File: config.mk
export PLATFORM = sky130hd
export DESIGN_NAME = seg_scan_ctrl
export DESIGN_NICKNAME = d
export VERILOG_FILES = /design/src/rtl/seg_pkg.sv /design/src/rtl/seg_slot_timer.sv /design/src/rtl/seg_scan_ctrl.sv
export SDC_FILE = /design/constraint.sdc
export NUM_CORES = 1
export LEC_CHECK = 0
export CAP_MARGIN = 20
export CORE_MARGIN = 2
export CORE_UTILIZATION = 54
export DETAILED_ROUTE_END_ITERATION = 7
export HOLD_SLACK_MARGIN = 0.12
export PLACE_DENSITY = 0.78
export SYNTH_ARGS = -nofsm -noshare
export SYNTH_HDL_FRONTEND = slang
export SYNTH_SLANG_ARGS = --single-unit
export TNS_END_PERCENT = 5
File: constraint.sdc
create_clock -name i_clk -period 2.8 [get_ports i_clk]
set_input_delay 0.28 -clock i_clk [delete_from_list [all_inputs] [get_ports i_clk]]
set_output_delay 0.28 -clock i_clk [all_outputs]
set_load 0.05 [all_outputs]
File: src/rtl/seg_pkg.sv
// Shared definitions for the 7-segment scan path: digit-word layout and scanner FSM states.
package seg_pkg;

  localparam int unsigned SEG_VIS = 8;
  localparam int unsigned SEG_DP  = 7;
  localparam int unsigned SEG_MSB = 6;
  localparam int unsigned SEG_LSB = 0;

  typedef logic [8:0] seg_word_t;

  typedef enum logic [1:0] {
    IDLE  = 2'd0,
    BLANK = 2'd1,
    SHOW  = 2'd2
  } scan_state_t;

endpackage

File: src/rtl/seg_slot_timer.sv
// Phase timer for the scanner: clearable up-counter flagging when it reaches the phase terminal count.
module seg_slot_timer #(
  parameter int unsigned W = 2
) (
  input  logic         clk,
  input  logic         rst_n,
  input  logic         clr,
  input  logic         run,
  input  logic [W-1:0] term,
  output logic [W-1:0] cnt,
  output logic         tc
);

  always_ff @(posedge clk) begin
    if (!rst_n) begin
      cnt <= '0;
    end else if (clr) begin
      cnt <= '0;
    end else if (run) begin
      cnt <= cnt + 1'b1;
    end
  end

  assign tc = (cnt == term);

endmodule

File: src/rtl/seg_scan_ctrl.sv
// Multiplexed 7-segment scanner: walks the MUX select, blanks between digits, drives pins and frame pulse.
module seg_scan_ctrl
  import seg_pkg::*;
#(
  parameter int unsigned N_DIGITS       = 4,
  parameter int unsigned CTRL_W         = 2,
  parameter int unsigned BLANK_CYC      = 4,
  parameter int unsigned SHOW_CYC       = 50000,
  parameter int unsigned AN_ACTIVE_LOW  = 1,
  parameter int unsigned SEG_ACTIVE_LOW = 1
) (
  input  logic                i_clk,
  input  logic                i_rst_n,
  input  logic                i_en,
  input  logic [8:0]          i_data,
  output logic [CTRL_W-1:0]   o_ctrl,
  output logic [6:0]          o_seg,
  output logic                o_dp,
  output logic [N_DIGITS-1:0] o_an,
  output logic                o_frame
);

  localparam int unsigned MAX_CYC = (BLANK_CYC > SHOW_CYC) ? BLANK_CYC : SHOW_CYC;
  localparam int unsigned CNT_W   = (MAX_CYC > 1) ? $clog2(MAX_CYC) : 1;

  localparam logic [N_DIGITS-1:0] AN_OFF  = (AN_ACTIVE_LOW != 0) ? '1 : '0;
  localparam logic [6:0]          SEG_OFF = (SEG_ACTIVE_LOW != 0) ? '1 : '0;
  localparam logic                DP_OFF  = (SEG_ACTIVE_LOW != 0);

  scan_state_t      state;
  seg_word_t        shadow;
  logic [CNT_W-1:0] cnt;
  logic [CNT_W-1:0] term;
  logic             tc;
  logic             clr;

  // Polarity is applied only here, on the way into the pin registers.
  function automatic logic [6:0] seg_pins(input seg_word_t w);
    return (SEG_ACTIVE_LOW != 0) ? ~w[SEG_MSB:SEG_LSB] : w[SEG_MSB:SEG_LSB];
  endfunction

  function automatic logic dp_pin(input seg_word_t w);
    return (SEG_ACTIVE_LOW != 0) ? ~w[SEG_DP] : w[SEG_DP];
  endfunction

  function automatic logic [N_DIGITS-1:0] an_pins(input seg_word_t w, input logic [CTRL_W-1:0] sel);
    logic [N_DIGITS-1:0] oh;
    oh = w[SEG_VIS] ? (N_DIGITS'(1) << sel) : '0;
    return (AN_ACTIVE_LOW != 0) ? ~oh : oh;
  endfunction

  assign term = (state == SHOW) ? CNT_W'(SHOW_CYC - 1) : CNT_W'(BLANK_CYC - 1);
  assign clr  = (state == IDLE) || !i_en || tc;

  seg_slot_timer #(
    .W (CNT_W)
  ) u_timer (
    .clk   (i_clk),
    .rst_n (i_rst_n),
    .clr   (clr),
    .run   (1'b1),
    .term  (term),
    .cnt   (cnt),
    .tc    (tc)
  );

  always_ff @(posedge i_clk) begin
    if (!i_rst_n) begin
      state   <= IDLE;
      shadow  <= '0;
      o_ctrl  <= '0;
      o_frame <= 1'b0;
      o_an    <= AN_OFF;
      o_seg   <= SEG_OFF;
      o_dp    <= DP_OFF;
    end else begin
      // Pins default to dark; only SHOW cycles that continue in SHOW light them.
      o_frame <= 1'b0;
      o_an    <= AN_OFF;
      o_seg   <= SEG_OFF;
      o_dp    <= DP_OFF;
      if (!i_en) begin
        state  <= IDLE;
        o_ctrl <= '0;
      end else begin
        unique case (state)
          IDLE: state <= BLANK;
          BLANK: begin
            if (tc) begin
              shadow <= i_data;
              state  <= SHOW;
              o_seg  <= seg_pins(i_data);
              o_dp   <= dp_pin(i_data);
              o_an   <= an_pins(i_data, o_ctrl);
            end
          end
          SHOW: begin
            if (tc) begin
              state   <= BLANK;
              o_ctrl  <= (o_ctrl == CTRL_W'(N_DIGITS - 1)) ? '0 : o_ctrl + 1'b1;
              o_frame <= (o_ctrl == CTRL_W'(N_DIGITS - 1));
            end else begin
              o_seg <= seg_pins(shadow);
              o_dp  <= dp_pin(shadow);
              o_an  <= an_pins(shadow, o_ctrl);
            end
          end
          default: state <= IDLE;
        endcase
      end
    end
  end

endmodule

==> summary.txt <==
Clock network
  • CTS clock-pin slew for the worst setup and hold paths: 0.07 ns
  • CTS buffer count: 5
  • CTS tree: done
  • CTS Root Buffer Type: clkbuf_8
  • Post-CTS setup buffers: 0
  • CTS Buffer Depth: 2
  • H-tree level count: 2
  • Clock sinks: 42
  • Post_cts resized: 0
  • Cts hold-fix bufs: 0
  • Worst skew pair latency: 0.29 ns

Worst setup path
  • Crit. End Element: register
  • CP peak stage delay: 0.50 ns
  • Buffers & Inverters on Critical Path: 1
  • Setup crit start kind: register
  • R2r endpoint: shadow[3]
  • Crit path required time: 3.01 ns
  • R2r startpoint: u_timer.cnt[0]
  • Crit-path slowest cell: or4b_4
  • CP arrival: 2.53 ns
  • Worst reg-to-reg setup slack: 0.48 ns
  • CP max FO: 9
  • CP top delay family: simple AND/OR/NAND/NOR gates
  • Worst path cell trace: ha_1, or4b_4, or2_0, a211oi_2, buf_4, mux2i_1
  • Reg2Reg Depth: 6
  • Kind of critical path: register to register

Power and ir drop
  • Worst vdd ir: 0.0002850 V
  • Power per cell area: 455.5 mW/mm2
  • Lkg Pwr: 0.7895 nW

Routing
  • Metal-1 WL: 1964 um
  • Drt via density: 5.379
  • Total number of vias: 1689
  • Drt wl/cell: 12.68 um
  • # DRC: 0
  • 1st-iter DRT viols: 74
  • Top sig layer: met4
  • Met3 wire length: 166 um
  • ANT nets after route: 0
  • Met2 WL: 1794 um
  • Detailed Routing Iterations Pass 1: 4
  • Routed wire length: 3981 um

Global routing
  • Vias in the first global route: 1590
  • Pin count of the biggest net entering global routing: 20
  • Antenna violations before repair: 0
  • GRT Util Overall: 20.51%
  • GR Overflow Total: 0
  • First-pass GRT wire length: 6996 um

Yosys
  • Synth Flop Type: dfxtp_1
  • Synth Instances: 245
  • Yosys warns: 0
  • Area leader, netlist: dfxtp_1
  • Distinct cells, synth: 37
  • Yosys top cell area share: 40.00%
  • Commonest cells in the netlist: dfxtp_1 (42), nand2_1 (31), nor3_1 (22)
  • Register area share after synthesis: 40.00%
  • Syn_nets: 266
  • Flop and latch count out of synthesis: 42
  • Mean Syn Cell Area: 8.580 um2
  • Post-synth ARST share: 0%
  • Most frequent cell after synthesis: dfxtp_1
  • Syn Std Cell Area: 0.002102 mm2
  • Area contributors post-synth: dfxtp_1 (40%), nand2_1 (5.5%), ha_1 (5.4%)
  • Number of synthesized flops with an enable pin: 0

Timing
  • Final hold vios: 0
  • # setup viols final: 0
  • Setup TNS: 0 ns
  • Final Cycle Share: 82.77%
  • Slew @ Worst Pin: 0.6567 ns
  • Relative slew slack: 55.82%
  • Max Slew Vio Count: 0
  • Tmin final: 2.318 ns
  • Achievable clock frequency: 431.5 MHz
  • Unrepaired setup endpoints after global routing: false
  • Fin Clk Skew: 0.007279 ns

Layout
  • Layout cells sized above 1: 7.143%
  • Non-filler cells, final: 314
  • Syn-to-layout area delta: 17.98%
  • # nets final: 286
  • Ant. Diodes: 0
  • Final Cell Area: 0.002480 mm2

Floorplanning
  • Die Area: 0.004408 mm2
  • IO Count: 27
  • Die X: 66.39 um
  • Core ar.: 0.003689 mm2
  • Starting Density: 56.99%
  • Chip height: 66.39 um
  • Row count: 22

Worst hold path
  • Hold Path Depth: 2
  • Hold path start: shadow[2]
  • Hold WC Path Type: register to register
  • Hold worst-path end: shadow[2]

Status
  • Status: finished, final reports clean

Run
  • Number of max-cap violations: 0

Place
  • Hpwl dp: 2830 um
  • RD Place Congestion: 0.8449
  • Placed Cells: 306
  • Port bufs: 26
  • Dpl cell area: 0.002370 mm2
==> placed cells by master, fill, tap and decap left out, types with 4 or more instances in the layout <==
cell type and count:
dfxtp_1 42, nand2_1 31, clkdlybuf4s50_1 26, nor3_1 22, inv_1 19, xnor2_1 12, mux2i_1 10, nor2_1 9
o211ai_1 9, nand3_1 9, ha_1 9, a2bb2oi_1 8, clkbuf_8 8, nand4_1 7, nor4_1 6, o21ai_0 5
a21oi_1 5, buf_4 5, a211oi_1 4
==> worst max-delay path by stage <==
stage	end	slack (ns)	cells after the start	start
final	shadow[3]	0.48	6	u_timer.cnt[0]
after global routing	shadow[3]	0.26	6	u_timer.cnt[0]
after global placement	o_seg[1]	0.58	6	u_timer.cnt[0]
after CTS	shadow[3]	0.49	6	u_timer.cnt[0]
after detailed placement	shadow[3]	0.50	6	u_timer.cnt[0]
after floorplan	shadow[0]	0.82	7	u_timer.cnt[0]
==> per-layer routing <==
metal,track usage (%),vias up
met3,4.429,7
met2,33.88,40
met1,25.63,753
li1,-,889
met4,8.673,0
met5,0,-
==> tightest hold or removal path, stage by stage, from the launching register on <==
cell and delay, ns:
dfxtp_1 0.31, nand2_1 0.05, mux2i_1 0.05
==> power breakdown <==
part           leakage (nW)  switching (mW)  internal [mW]
clock                0.0575           0.191          0.249
combinational         0.392          0.0473         0.0375
sequential            0.339         0.00248          0.603
total                 0.789           0.241          0.889
==> metrics by stage <==
stage | total power [mW] | util [%] | hold slack (ns) | setup WS [ns]
3_3_place_gp | 0.7027 | 64.25 | 0.4441 | 0.5754
2_1_floorplan | 0.6700 | - | 0.4221 | 0.8161
3_5_place_dp | 0.7031 | 64.25 | 0.4501 | 0.5027
6_report | 1.130 | 67.23 | 0.4591 | 0.4824
5_1_grt | 1.166 | 67.23 | 0.4884 | 0.2580
4_1_cts | 1.138 | 67.23 | 0.4622 | 0.4882
==> sequential cells by signal, indices dropped and copies added, names as in the netlist <==
name and cells:
o_an 4, o_ctrl 2, o_frame 1, o_seg 7, state 2, shadow 9, o_dp 1, u_timer.cnt 16
==> cell type report <==
type | instances | area, um2
fill | 316 | 1209
multi-input combinational | 165 | 1096
sequential | 42 | 840.8
timing repair buffer | 31 | 297.8
clock buffer | 8 | 110.1
inverter | 20 | 75.07
tap | 48 | 60.06
==> cell families (layout without fill, tap and decap cells) <==
| kind of cell | Yosys count | after routing | share of synthesized area [%] |
|---|---|---|---|
| flip-flops | 42 | 42 | 40.00 |
| XOR/XNOR | 14 | 14 | 5.833 |
| AND/OR/NAND/NOR | 95 | 95 | 22.92 |
| adder cells (fa/ha/maj) | 9 | 9 | 5.357 |
| buffers and inverters | 38 | 59 | 7.857 |
| multiplexers | 10 | 10 | 4.762 |
| AO/OA/AOI/OAI | 37 | 37 | 13.27 |
No activity file was read; power rests on OpenSTA's default activity.
